--- config.mk ---
export PLATFORM = sky130hd
export DESIGN_NAME = gemm_cmd_regs
export DESIGN_NICKNAME = d
export VERILOG_FILES = /design/src/rtl/gemm_cmd_regs_pkg.sv /design/src/rtl/gemm_cmd_regs_fifo.sv /design/src/rtl/gemm_cmd_regs.sv
export SDC_FILE = /design/constraint.sdc
export NUM_CORES = 1
export LEC_CHECK = 0
export BUFFER_PORTS_ARGS = -buffer_cell sky130_fd_sc_hd__buf_2
export CAP_MARGIN = 20
export CORE_MARGIN = 1
export CORE_UTILIZATION = 56
export CTS_BUF_LIST = sky130_fd_sc_hd__clkbuf_4
export DETAILED_ROUTE_END_ITERATION = 10
export PLACE_DENSITY = 0.84
export SETUP_SLACK_MARGIN = 0.3
export SLEW_MARGIN = 20
export SYNTH_ARGS = -nofsm -noshare
export SYNTH_HDL_FRONTEND = slang
export SYNTH_SLANG_ARGS = --single-unit
--- constraint.sdc ---
create_clock -name clk -period 28.4 [get_ports clk]
set_clock_uncertainty 0.1 [all_clocks]
set_input_delay 5.68 -clock clk [delete_from_list [all_inputs] [get_ports clk]]
set_output_delay 5.68 -clock clk [all_outputs]
set_load 0.03 [all_outputs]
--- src/rtl/gemm_cmd_regs_pkg.sv ---
// Shared types and register map for the GEMM tile-command register file.
package gemm_cmd_regs_pkg;

  localparam int unsigned CMD_ADDR_W   = 32;
  localparam int unsigned CMD_STRIDE_W = 32;
  localparam int unsigned SIZE_W       = 5;

  typedef struct packed {
    logic [CMD_ADDR_W-1:0]   tile_a_addr;
    logic [CMD_ADDR_W-1:0]   tile_b_addr;
    logic [CMD_ADDR_W-1:0]   tile_c_addr;
    logic [CMD_STRIDE_W-1:0] a_stride;
    logic [CMD_STRIDE_W-1:0] b_stride;
    logic                    first;
    logic                    last;
    logic [SIZE_W-1:0]       msize;
    logic [SIZE_W-1:0]       ksize;
    logic [SIZE_W-1:0]       nsize;
  } gemm_cmd_t;

  localparam logic [4:0] REG_A_ADDR   = 5'h00;
  localparam logic [4:0] REG_B_ADDR   = 5'h04;
  localparam logic [4:0] REG_C_ADDR   = 5'h08;
  localparam logic [4:0] REG_A_STRIDE = 5'h0C;
  localparam logic [4:0] REG_B_STRIDE = 5'h10;
  localparam logic [4:0] REG_CONTROL  = 5'h14;
  localparam logic [4:0] REG_DIM      = 5'h18;
  localparam logic [4:0] REG_STATUS   = 5'h1C;

  localparam int unsigned DIM_M_LSB = 0;
  localparam int unsigned DIM_K_LSB = 5;
  localparam int unsigned DIM_N_LSB = 10;

  // Extract one size field from a GEMM_DIM write word.
  function automatic logic [SIZE_W-1:0] dim_field(input logic [31:0] wr, input int unsigned lsb);
    return wr[lsb +: SIZE_W];
  endfunction

endpackage

--- src/rtl/gemm_cmd_regs_fifo.sv ---
// Generic synchronous FIFO with full/empty/count; head entry read from registered storage.
module gemm_cmd_fifo #(
  parameter type         T     = logic [7:0],
  parameter int unsigned DEPTH = 4
) (
  input  logic                     clk,
  input  logic                     rst_n,
  input  logic                     push,
  input  T                         wdata,
  input  logic                     pop,
  output T                         rdata,
  output logic                     full,
  output logic                     empty,
  output logic [$clog2(DEPTH):0]   count
);

  localparam int unsigned PTR_W = $clog2(DEPTH);

  T                 mem_q [DEPTH];
  T                 mem_d [DEPTH];
  logic [PTR_W-1:0] wr_ptr_q, wr_ptr_d;
  logic [PTR_W-1:0] rd_ptr_q, rd_ptr_d;
  logic [PTR_W:0]   count_q, count_d;
  logic             do_push, do_pop;

  // Fullness is judged before any same-cycle pop, so a push into a full FIFO is always dropped.
  assign full    = (count_q == (PTR_W+1)'(DEPTH));
  assign empty   = (count_q == '0);
  assign do_push = push && !full;
  assign do_pop  = pop && !empty;
  assign rdata   = mem_q[rd_ptr_q];
  assign count   = count_q;

  // Next-state for storage, pointers (wrap naturally, DEPTH is a power of two) and occupancy.
  always_comb begin
    mem_d    = mem_q;
    wr_ptr_d = wr_ptr_q;
    rd_ptr_d = rd_ptr_q;
    count_d  = count_q;
    if (do_push) begin
      mem_d[wr_ptr_q] = wdata;
      wr_ptr_d        = wr_ptr_q + 1'b1;
    end
    if (do_pop) begin
      rd_ptr_d = rd_ptr_q + 1'b1;
    end
    case ({do_push, do_pop})
      2'b10:   count_d = count_q + 1'b1;
      2'b01:   count_d = count_q - 1'b1;
      default: count_d = count_q;
    endcase
  end

  // State registers; reset clears storage so the head reads zero.
  always_ff @(posedge clk or negedge rst_n) begin
    if (!rst_n) begin
      for (int unsigned i = 0; i < DEPTH; i++) begin
        mem_q[i] <= '0;
      end
      wr_ptr_q <= '0;
      rd_ptr_q <= '0;
      count_q  <= '0;
    end else begin
      mem_q    <= mem_d;
      wr_ptr_q <= wr_ptr_d;
      rd_ptr_q <= rd_ptr_d;
      count_q  <= count_d;
    end
  end

endmodule

--- src/rtl/gemm_cmd_regs.sv ---
// Bus-mapped tile-configuration registers; a GEMM_DIM write commits the shadows as one command.
module gemm_cmd_regs
  import gemm_cmd_regs_pkg::*;
#(
  parameter logic [31:0] BASE_ADDR = 32'h9000_0000,
  parameter int unsigned ADDR_W    = CMD_ADDR_W,
  parameter int unsigned STRIDE_W  = CMD_STRIDE_W,
  parameter int unsigned CMD_DEPTH = 4
) (
  input  logic        clk,
  input  logic        rst,
  input  logic        system_bus_en,
  input  logic        system_bus_rdwr,
  input  logic [31:0] system_bus_addr,
  input  logic [31:0] system_bus_wr_data,
  output logic [31:0] system_bus_rd_data,
  output logic        cmd_valid,
  input  logic        cmd_ready,
  output gemm_cmd_t   cmd_data,
  input  logic        engine_busy
);

  logic [1:0]            rst_sync_q, rst_sync_d;
  logic                  rst_n;
  logic [ADDR_W-1:0]     a_addr_q, a_addr_d, b_addr_q, b_addr_d, c_addr_q, c_addr_d;
  logic [STRIDE_W-1:0]   a_stride_q, a_stride_d, b_stride_q, b_stride_d;
  logic                  first_q, first_d, last_q, last_d;
  logic                  ovf_q, ovf_d, derr_q, derr_d;
  logic                  hit, wr_en, rd_en, push, pop, size_ok, full, empty, done;
  logic [4:0]            offset;
  logic [SIZE_W-1:0]     msize, ksize, nsize;
  logic [$clog2(CMD_DEPTH):0] fifo_count;
  gemm_cmd_t             new_cmd;

  // Reset asserts immediately but releases only after two clean clock edges.
  assign rst_sync_d = {rst_sync_q[0], 1'b1};
  always_ff @(posedge clk or negedge rst) begin
    if (!rst) rst_sync_q <= '0;
    else      rst_sync_q <= rst_sync_d;
  end
  assign rst_n = rst_sync_q[1];

  assign offset  = system_bus_addr[4:0];
  assign hit     = (system_bus_addr[31:5] == BASE_ADDR[31:5]) && (system_bus_addr[1:0] == 2'b00);
  assign wr_en   = system_bus_en && system_bus_rdwr && hit;
  assign rd_en   = system_bus_en && !system_bus_rdwr && hit && rst_n;
  assign msize   = dim_field(system_bus_wr_data, DIM_M_LSB);
  assign ksize   = dim_field(system_bus_wr_data, DIM_K_LSB);
  assign nsize   = dim_field(system_bus_wr_data, DIM_N_LSB);
  assign size_ok = (msize != '0) && (ksize != '0) && (nsize != '0);
  assign pop     = cmd_valid && cmd_ready;
  assign cmd_valid = !empty;
  assign done    = empty && !engine_busy && !cmd_valid;

  // Command assembled from the shadows already holding prior writes plus the DIM sizes.
  always_comb begin
    new_cmd             = '0;
    new_cmd.tile_a_addr = a_addr_q;
    new_cmd.tile_b_addr = b_addr_q;
    new_cmd.tile_c_addr = c_addr_q;
    new_cmd.a_stride    = a_stride_q;
    new_cmd.b_stride    = b_stride_q;
    new_cmd.first       = first_q;
    new_cmd.last        = last_q;
    new_cmd.msize       = msize;
    new_cmd.ksize       = ksize;
    new_cmd.nsize       = nsize;
  end

  // Register write decode, commit/push decision and sticky status bits.
  always_comb begin
    a_addr_d   = a_addr_q;
    b_addr_d   = b_addr_q;
    c_addr_d   = c_addr_q;
    a_stride_d = a_stride_q;
    b_stride_d = b_stride_q;
    first_d    = first_q;
    last_d     = last_q;
    ovf_d      = ovf_q;
    derr_d     = derr_q;
    push       = 1'b0;
    if (wr_en) begin
      case (offset)
        REG_A_ADDR:   a_addr_d   = system_bus_wr_data[ADDR_W-1:0];
        REG_B_ADDR:   b_addr_d   = system_bus_wr_data[ADDR_W-1:0];
        REG_C_ADDR:   c_addr_d   = system_bus_wr_data[ADDR_W-1:0];
        REG_A_STRIDE: a_stride_d = system_bus_wr_data[STRIDE_W-1:0];
        REG_B_STRIDE: b_stride_d = system_bus_wr_data[STRIDE_W-1:0];
        REG_CONTROL: begin
          last_d  = system_bus_wr_data[0];
          first_d = system_bus_wr_data[1];
        end
        REG_DIM: begin
          push = !full && size_ok;
          if (full)     ovf_d  = 1'b1;
          if (!size_ok) derr_d = 1'b1;
        end
        REG_STATUS: begin
          if (system_bus_wr_data[2]) ovf_d  = 1'b0;
          if (system_bus_wr_data[3]) derr_d = 1'b0;
        end
        default: ;
      endcase
    end
  end

  // Shadow and status registers.
  always_ff @(posedge clk or negedge rst_n) begin
    if (!rst_n) begin
      a_addr_q   <= '0;
      b_addr_q   <= '0;
      c_addr_q   <= '0;
      a_stride_q <= '0;
      b_stride_q <= '0;
      first_q    <= 1'b0;
      last_q     <= 1'b0;
      ovf_q      <= 1'b0;
      derr_q     <= 1'b0;
    end else begin
      a_addr_q   <= a_addr_d;
      b_addr_q   <= b_addr_d;
      c_addr_q   <= c_addr_d;
      a_stride_q <= a_stride_d;
      b_stride_q <= b_stride_d;
      first_q    <= first_d;
      last_q     <= last_d;
      ovf_q      <= ovf_d;
      derr_q     <= derr_d;
    end
  end

  // Combinational read mux; offset 0x00 reports full rather than the tile A shadow.
  always_comb begin
    system_bus_rd_data = '0;
    if (rd_en) begin
      case (offset)
        REG_A_ADDR:   system_bus_rd_data = {31'b0, full};
        REG_B_ADDR:   system_bus_rd_data = 32'(b_addr_q);
        REG_C_ADDR:   system_bus_rd_data = 32'(c_addr_q);
        REG_A_STRIDE: system_bus_rd_data = 32'(a_stride_q);
        REG_B_STRIDE: system_bus_rd_data = 32'(b_stride_q);
        REG_CONTROL:  system_bus_rd_data = {30'b0, first_q, last_q};
        REG_DIM:      system_bus_rd_data = {31'b0, done};
        REG_STATUS:   system_bus_rd_data = {24'b0, 4'(fifo_count), derr_q, ovf_q, empty, full};
        default:      system_bus_rd_data = '0;
      endcase
    end
  end

  gemm_cmd_fifo #(
    .T     (gemm_cmd_t),
    .DEPTH (CMD_DEPTH)
  ) u_fifo (
    .clk   (clk),
    .rst_n (rst_n),
    .push  (push),
    .wdata (new_cmd),
    .pop   (pop),
    .rdata (cmd_data),
    .full  (full),
    .empty (empty),
    .count (fifo_count)
  );

endmodule

# Word-level counts from Yosys, hierarchy flattened

Index checks and enable logic that the tools add are counted.

Flip-flop bits (word level): 881
Latch bits: 0
RAM bits: 0
Bits in read-only memories: 0
Input bits: 70
Output and inout bits: 210
Logic and storage cells: 129
Memories kept: 0

$add $sub $neg: 4
Multiply operators: 0
Div/mod/pow operators: 0
Magnitude comparators: 3
Eq/ne operators: 15
Shift-type cells: 0
Muxes and demuxes: 17
Bitwise logic cells: 2
Reductions and logical operators: 35

Operator list:

| kind                                                 | count |
|---|---|
| bitwise mux 708 bit                                  | 1 |
| 2-to-1 mux 177 bit                                   | 3 |
| binary-select mux 177 bit (select 2 bit)             | 1 |
| demux 177 bit (select 2 bit)                         | 1 |
| one-hot mux 32 bit (8 select lines)                  | 1 |
| 2-to-1 mux 32 bit                                    | 1 |
| equality test 27 bit (second input constant)         | 1 |
| equality test 5 bit (second input constant)          | 4 |
| logical AND 1 bit                                    | 15 |
| nonzero test 5 bit                                   | 3 |
| AND reduction 2 bit                                  | 6 |
| equality test 5 x 4 -> 1 bit (second input constant) | 2 |
| inequality test 2 bit (second input constant)        | 4 |
| AND reduction 4 bit                                  | 2 |
| >= comparator 3 bit (second input constant)          | 2 |
| 2-to-1 mux 1 bit                                     | 6 |
| NOT 2 -> 3 bit                                       | 2 |
| one-hot mux 3 bit (2 select lines)                   | 1 |
| equality test 5 x 3 -> 1 bit (second input constant) | 1 |
| logical NOT 5 bit                                    | 1 |
| adder 2 x 1 -> 2 bit (second input constant)         | 2 |
| logical NOT 1 bit                                    | 4 |
| one-hot mux 1 bit (2 select lines)                   | 2 |
| nonzero test 2 bit                                   | 2 |
| 8 further kinds                                      | 8 |

# Longest topological paths before layout

Depth after elaboration: 9
Mapped depth: 11
Gate-level depth less buffers: 10

# By module

Synthesis repeated with hierarchy kept, for this count alone.

Cell total of the unflattened synthesis: 2269
Area, all modules: 38241.7 um2

Modules (own cells, without submodules):

| module        | instances | cells an instance | area each (um2) | seq. area each (um2) |
|---|---|---|---|---|
| gemm_cmd_fifo | 1         | 1749              | 31003.5         | 17892.2 |
| gemm_cmd_regs | 1         | 520               | 7238.2          | 4154.0 |

# Worst setup path before layout

OpenSTA, ideal clock, no wires.

Path kind: register to output
From: register rst_sync_q[1]
To: output system_bus_rd_data[0]
Arrival time: 23.587 ns
Setup slack: -0.967 ns
Stages on the path, launching flop included: 3
Buffers on the path: 0
Path through: dfrtp_1 -> nand3_1 -> a31oi_1

Word-level cells in the longest chain between the ends: 2

Ends and longest elaborated chain:

| what                     | line                 | RTL |
|---|---|---|
| start: declaration       | gemm_cmd_regs.sv:23  | `logic [1:0] rst_sync_q, rst_sync_d;` |
| start signal: assignment | gemm_cmd_regs.sv:39  | `else rst_sync_q <= rst_sync_d;` |
| logical AND 1 bit        | gemm_cmd_regs.sv:46  | `assign rd_en = system_bus_en && !system_bus_rdwr && hit && rst_n;` |
| 2-to-1 mux 32 bit        | gemm_cmd_regs.sv:135 | `if (rd_en) begin` |
| end: declaration         | gemm_cmd_regs.sv:16  | `output logic [31:0] system_bus_rd_data,` |

No other way between the ends.

# Final worst setup path

From: input system_bus_addr[3]
To: output system_bus_rd_data[6]

Word-level cells in the longest chain between the ends: 3
Elaborated cells between the ends (all ways): 10
Classes of those cells: eq/ne (7); mux (2); reduce/logical (1)

Ends and longest elaborated chain:

| what                                              | line                 | RTL |
|---|---|---|
| start: declaration                                | gemm_cmd_regs.sv:14  | `input logic [31:0] system_bus_addr,` |
| equality test 5 bit, or another cell as far along | gemm_cmd_regs.sv:136 | `case (offset)` |
| one-hot mux 32 bit (8 select lines) (*)           | gemm_cmd_regs.sv:136 |  |
| 2-to-1 mux 32 bit (*)                             | gemm_cmd_regs.sv:135 |  |

Every way passes the cells marked *; elsewhere a longest branch is shown, timed or not.

==> impl_metrics.yaml <==
pwr:
  power_leakage_uw: 0.02229
  power_density_nw_per_um2: 60.86
  peakVddDrop_mv: 0.08018
  total_power_uw: 2603
sta:
  slew_viol_final: 0
  relSlewSlack_pct: 21.80
  rsz0062_at_grt: "false"
  fin_crit_sh_pct: 47.86
  setup-tns-final_ps: 0
  setup_slack_ps: 14810
  hold_viol: 0
  fmax_ghz: 0.07357
  fin_crit_ps: 13590
  tightest_slew_ps: 1164
  finalSetupViolCount: 0
finish:
  drive_gt1_share_pct: 42.97
  area_growth_pct: 11.98
  design_area_um2: 42770
  final_net_count: 2739
  final_util_pct: 63.57
run_status:
  outcome: "finished, final reports clean"
route:
  vias: 22534
  wirelength_um: 94300
  wl_per_cell_um: 25.58
  vias_per_cell: 6.113
  antenna_left: 0
  first_iter_violations: 1850
  drt-pass1-iter-count: 8
  drc: 0
setup_path:
  crit_fanout: 7
  r2r_slack_ps: 24260
  worstSetupPathType: "in2out"
  crit_path_end_kind: "primary output"
  crit_slowest_cell: "nor3_1"
  arrival_ps: 7810
  slowest_delay_ps: 890
  crit_chain: "buf_2 -> and2_1 -> nand2_1 -> nor3_1 -> a22oi_1 -> a31oi_1 -> buf_2"
  crit_path_frequent_cell: "buf_2"
  cp-start-kind: "input port"
  worstPathRequired_ps: 22620
yosys:
  post_synth_instance_area_um2: 38190
  ys_top_cells_by_area: "dfrtp_1 (58%), mux2_1 (15%), mux4_2 (10%), mux2_2 (10%), buf_6 (1.4%)"
  ys.flop_type: "dfrtp_1"
  synthMuxAreaShare_pct: 36.15
  synth_top_cell_by_area: "dfrtp_1"
  ys_seq_elements: 881
  synth_fp_nets: 2367
  yosysUniqueCellTypes: 43
  yosys.area_share.xor_xnor_pct: 0.1376
  ys_async_sr_fraction_pct: 100.0
  synth_top_family_by_area: "multiplexers"
  synth-compound-area-share_pct: 1.474
  synth-simple-area-share_pct: 1.484
  seq_area_frac_synth_pct: 57.73
  synth_area_per_cell_um2: 16.67
  synth_warnings: 0
  synth-edff-count: 0
  synthAdderAreaFrac_pct: 0.2162
  syn-instance-count: 2291
  synth_top_area_share_pct: 57.73
floorplanning:
  dieHeight_um: 263.2
  boundaryPins: 280
  core_um2: 67280
  num_rows: 95
  dieArea_um2: 69250
  initial_core_util_pct: 56.77
  die_w_um: 263.2
grt:
  grt_pass1_vias: 25185
  grt_antenna_before_repair: 6
  grt_max_degree: 181
  grt_pass1_wl_um: 147600
  gr-total-overflow: 0
  track_usage_pct: 28.18
cts:
  clkSinkCount: 881
  cts-root-buf: "clkbuf_4"
  cts_tree: "done"
  clkLatencyLatePin_ps: 1110
  cts-resized-gates: 0
  htreeDepth: 4
  postCtsSetupBuffers: 0
  cts-buffers-inserted: 220
  clk_pin_slew_worst_paths_ps: 70
  hold_buffers: 0
  clockBufferDepth: 3
placement:
  place_congestion: 0.8011
  place_ws_ps: 14870
  hpwl_um: 58480
  dpl_cell_area_um2: 40040
  io_buffers: 279
worst_hold_path:
  hold_class: "reg2reg"
run:
  max-cap-violations: 0
==> final timing paths <==
path / start / end / depth (start not counted)
min in group asynchronous: rst_sync_q[1]$_DFF_PN0_ / u_fifo.mem_q[79]$_DFFE_PN0P_ / 0
max in group asynchronous: rst / rst_sync_q[0]$_DFF_PN0_ / 1
setup reg to reg: rst_sync_q[1]$_DFF_PN0_ / c_addr_q[13]$_DFFE_PN0P_ / 4
setup / recovery: system_bus_addr[3] / system_bus_rd_data[6] / 7
hold / removal: rst_sync_q[0]$_DFF_PN0_ / rst_sync_q[1]$_DFF_PN0_ / 0
hold reg to reg: rst_sync_q[0]$_DFF_PN0_ / rst_sync_q[1]$_DFF_PN0_ / 0
==> per-stage QoR <==
step	std cells	hold WS (ps)
floorplan	2291	231.1
global placement	3311	238.9
detailed placement	3313	236.3
CTS	3681	243.7
global route	3686	249.5
finish	3686	235.2
==> cell families (layout without fill, tap and decap cells) <==
kind of cell | after synthesis | after routing
adders and majority gates | 6 | 6
and+or+nand+nor | 103 | 103
muxes | 1049 | 1049
buffers and inverters | 170 | 688
AOI/OAI and AO/OA | 75 | 75
xor gates and xnor gates | 6 | 6
other | 1 | 5
DFF | 881 | 881
==> cells in the mapped netlist, drive strengths merged (4+ instances only) <==
cell type and n:
buf 118, nor3 9, dfrtp 881, nor4 6
nand3 8, inv 6, nand4 5, clkbuf 46
a21oi 26, a31oi 6, nor2 12, mux4 177
nor4b 5, or3 4, nand2 42, ha 5
mux2 871, a222oi 27, a22oi 11
==> layer usage <==
metal  routed length, um  part of all wire (%)  up-vias  global-route usage (%)
met5                   0                     0        -                       0
met4                2182                   2.3        0                   9.957
met3                8302                   8.8      162                   9.569
met2               44500                    47      880                   43.16
met1               39320                    42    12069                   37.75
li1                    -                     -     9423                       -
==> critical path: cells and delay by family <==
| family | cells | cell delay [ps] |
|---|---|---|
| and+or+nand+nor | 3 | 1220 |
| AOI/OAI and AO/OA | 2 | 490 |
| buffers and inverters | 2 | 410 |
==> state kept, by name, summed over array words and instances, names as in the netlist <==
| name | count |
|---|---|
| a_stride_q | 32 |
| a_addr_q | 32 |
| b_addr_q | 32 |
| u_fifo.mem_q | 708 |
| ovf_q | 1 |
| rst_sync_q | 2 |
| derr_q | 1 |
| b_stride_q | 32 |
| first_q | 1 |
| u_fifo.rd_ptr_q | 2 |
| c_addr_q | 32 |
| u_fifo.wr_ptr_q | 2 |
| u_fifo.count | 3 |
| last_q | 1 |
==> cells in the final DEF (no fill, tap or decap), drive strengths merged, types with 2 or more instances in the layout <==
cell and instances:
clkbuf 332, mux2 871, o2bb2ai 2, diode 4, a222oi 27, nand2 42, nor4b 5, nand2b 2
nor4 6, a31oi 6, nand3 8, xnor2 3, nor3 9, inv 12, clkinv 27, ha 5
a21oi 26, dfrtp 881, a22oi 11, or3 4, or4 3, mux4 177, and2 3, nor2 12
clkinvlp 2, buf 314, xor2 3, nand4 5
==> power breakdown <==
group / switching [uW] / total (uW) / internal [uW] / leakage [uW]
Clock: 490 / 1020 / 534 / 0.00162
Sequential: 36.9 / 1300 / 1260 / 0.0123
Combinational: 166 / 283 / 117 / 0.00838
Total: 692 / 2600 / 1910 / 0.0223
==> layout make-up <==
type	count	area [um^2]
diodes	4	10.01
inverters	6	22.52
multi-input cells	1240	15120
fillers	4819	24510
repair buffers	314	1793
clock inverters	36	181.4
clock buffers	332	2492
well taps	873	1092
flip-flops and latches	881	22060
Note: power is estimated with default switching activity, not from simulation.
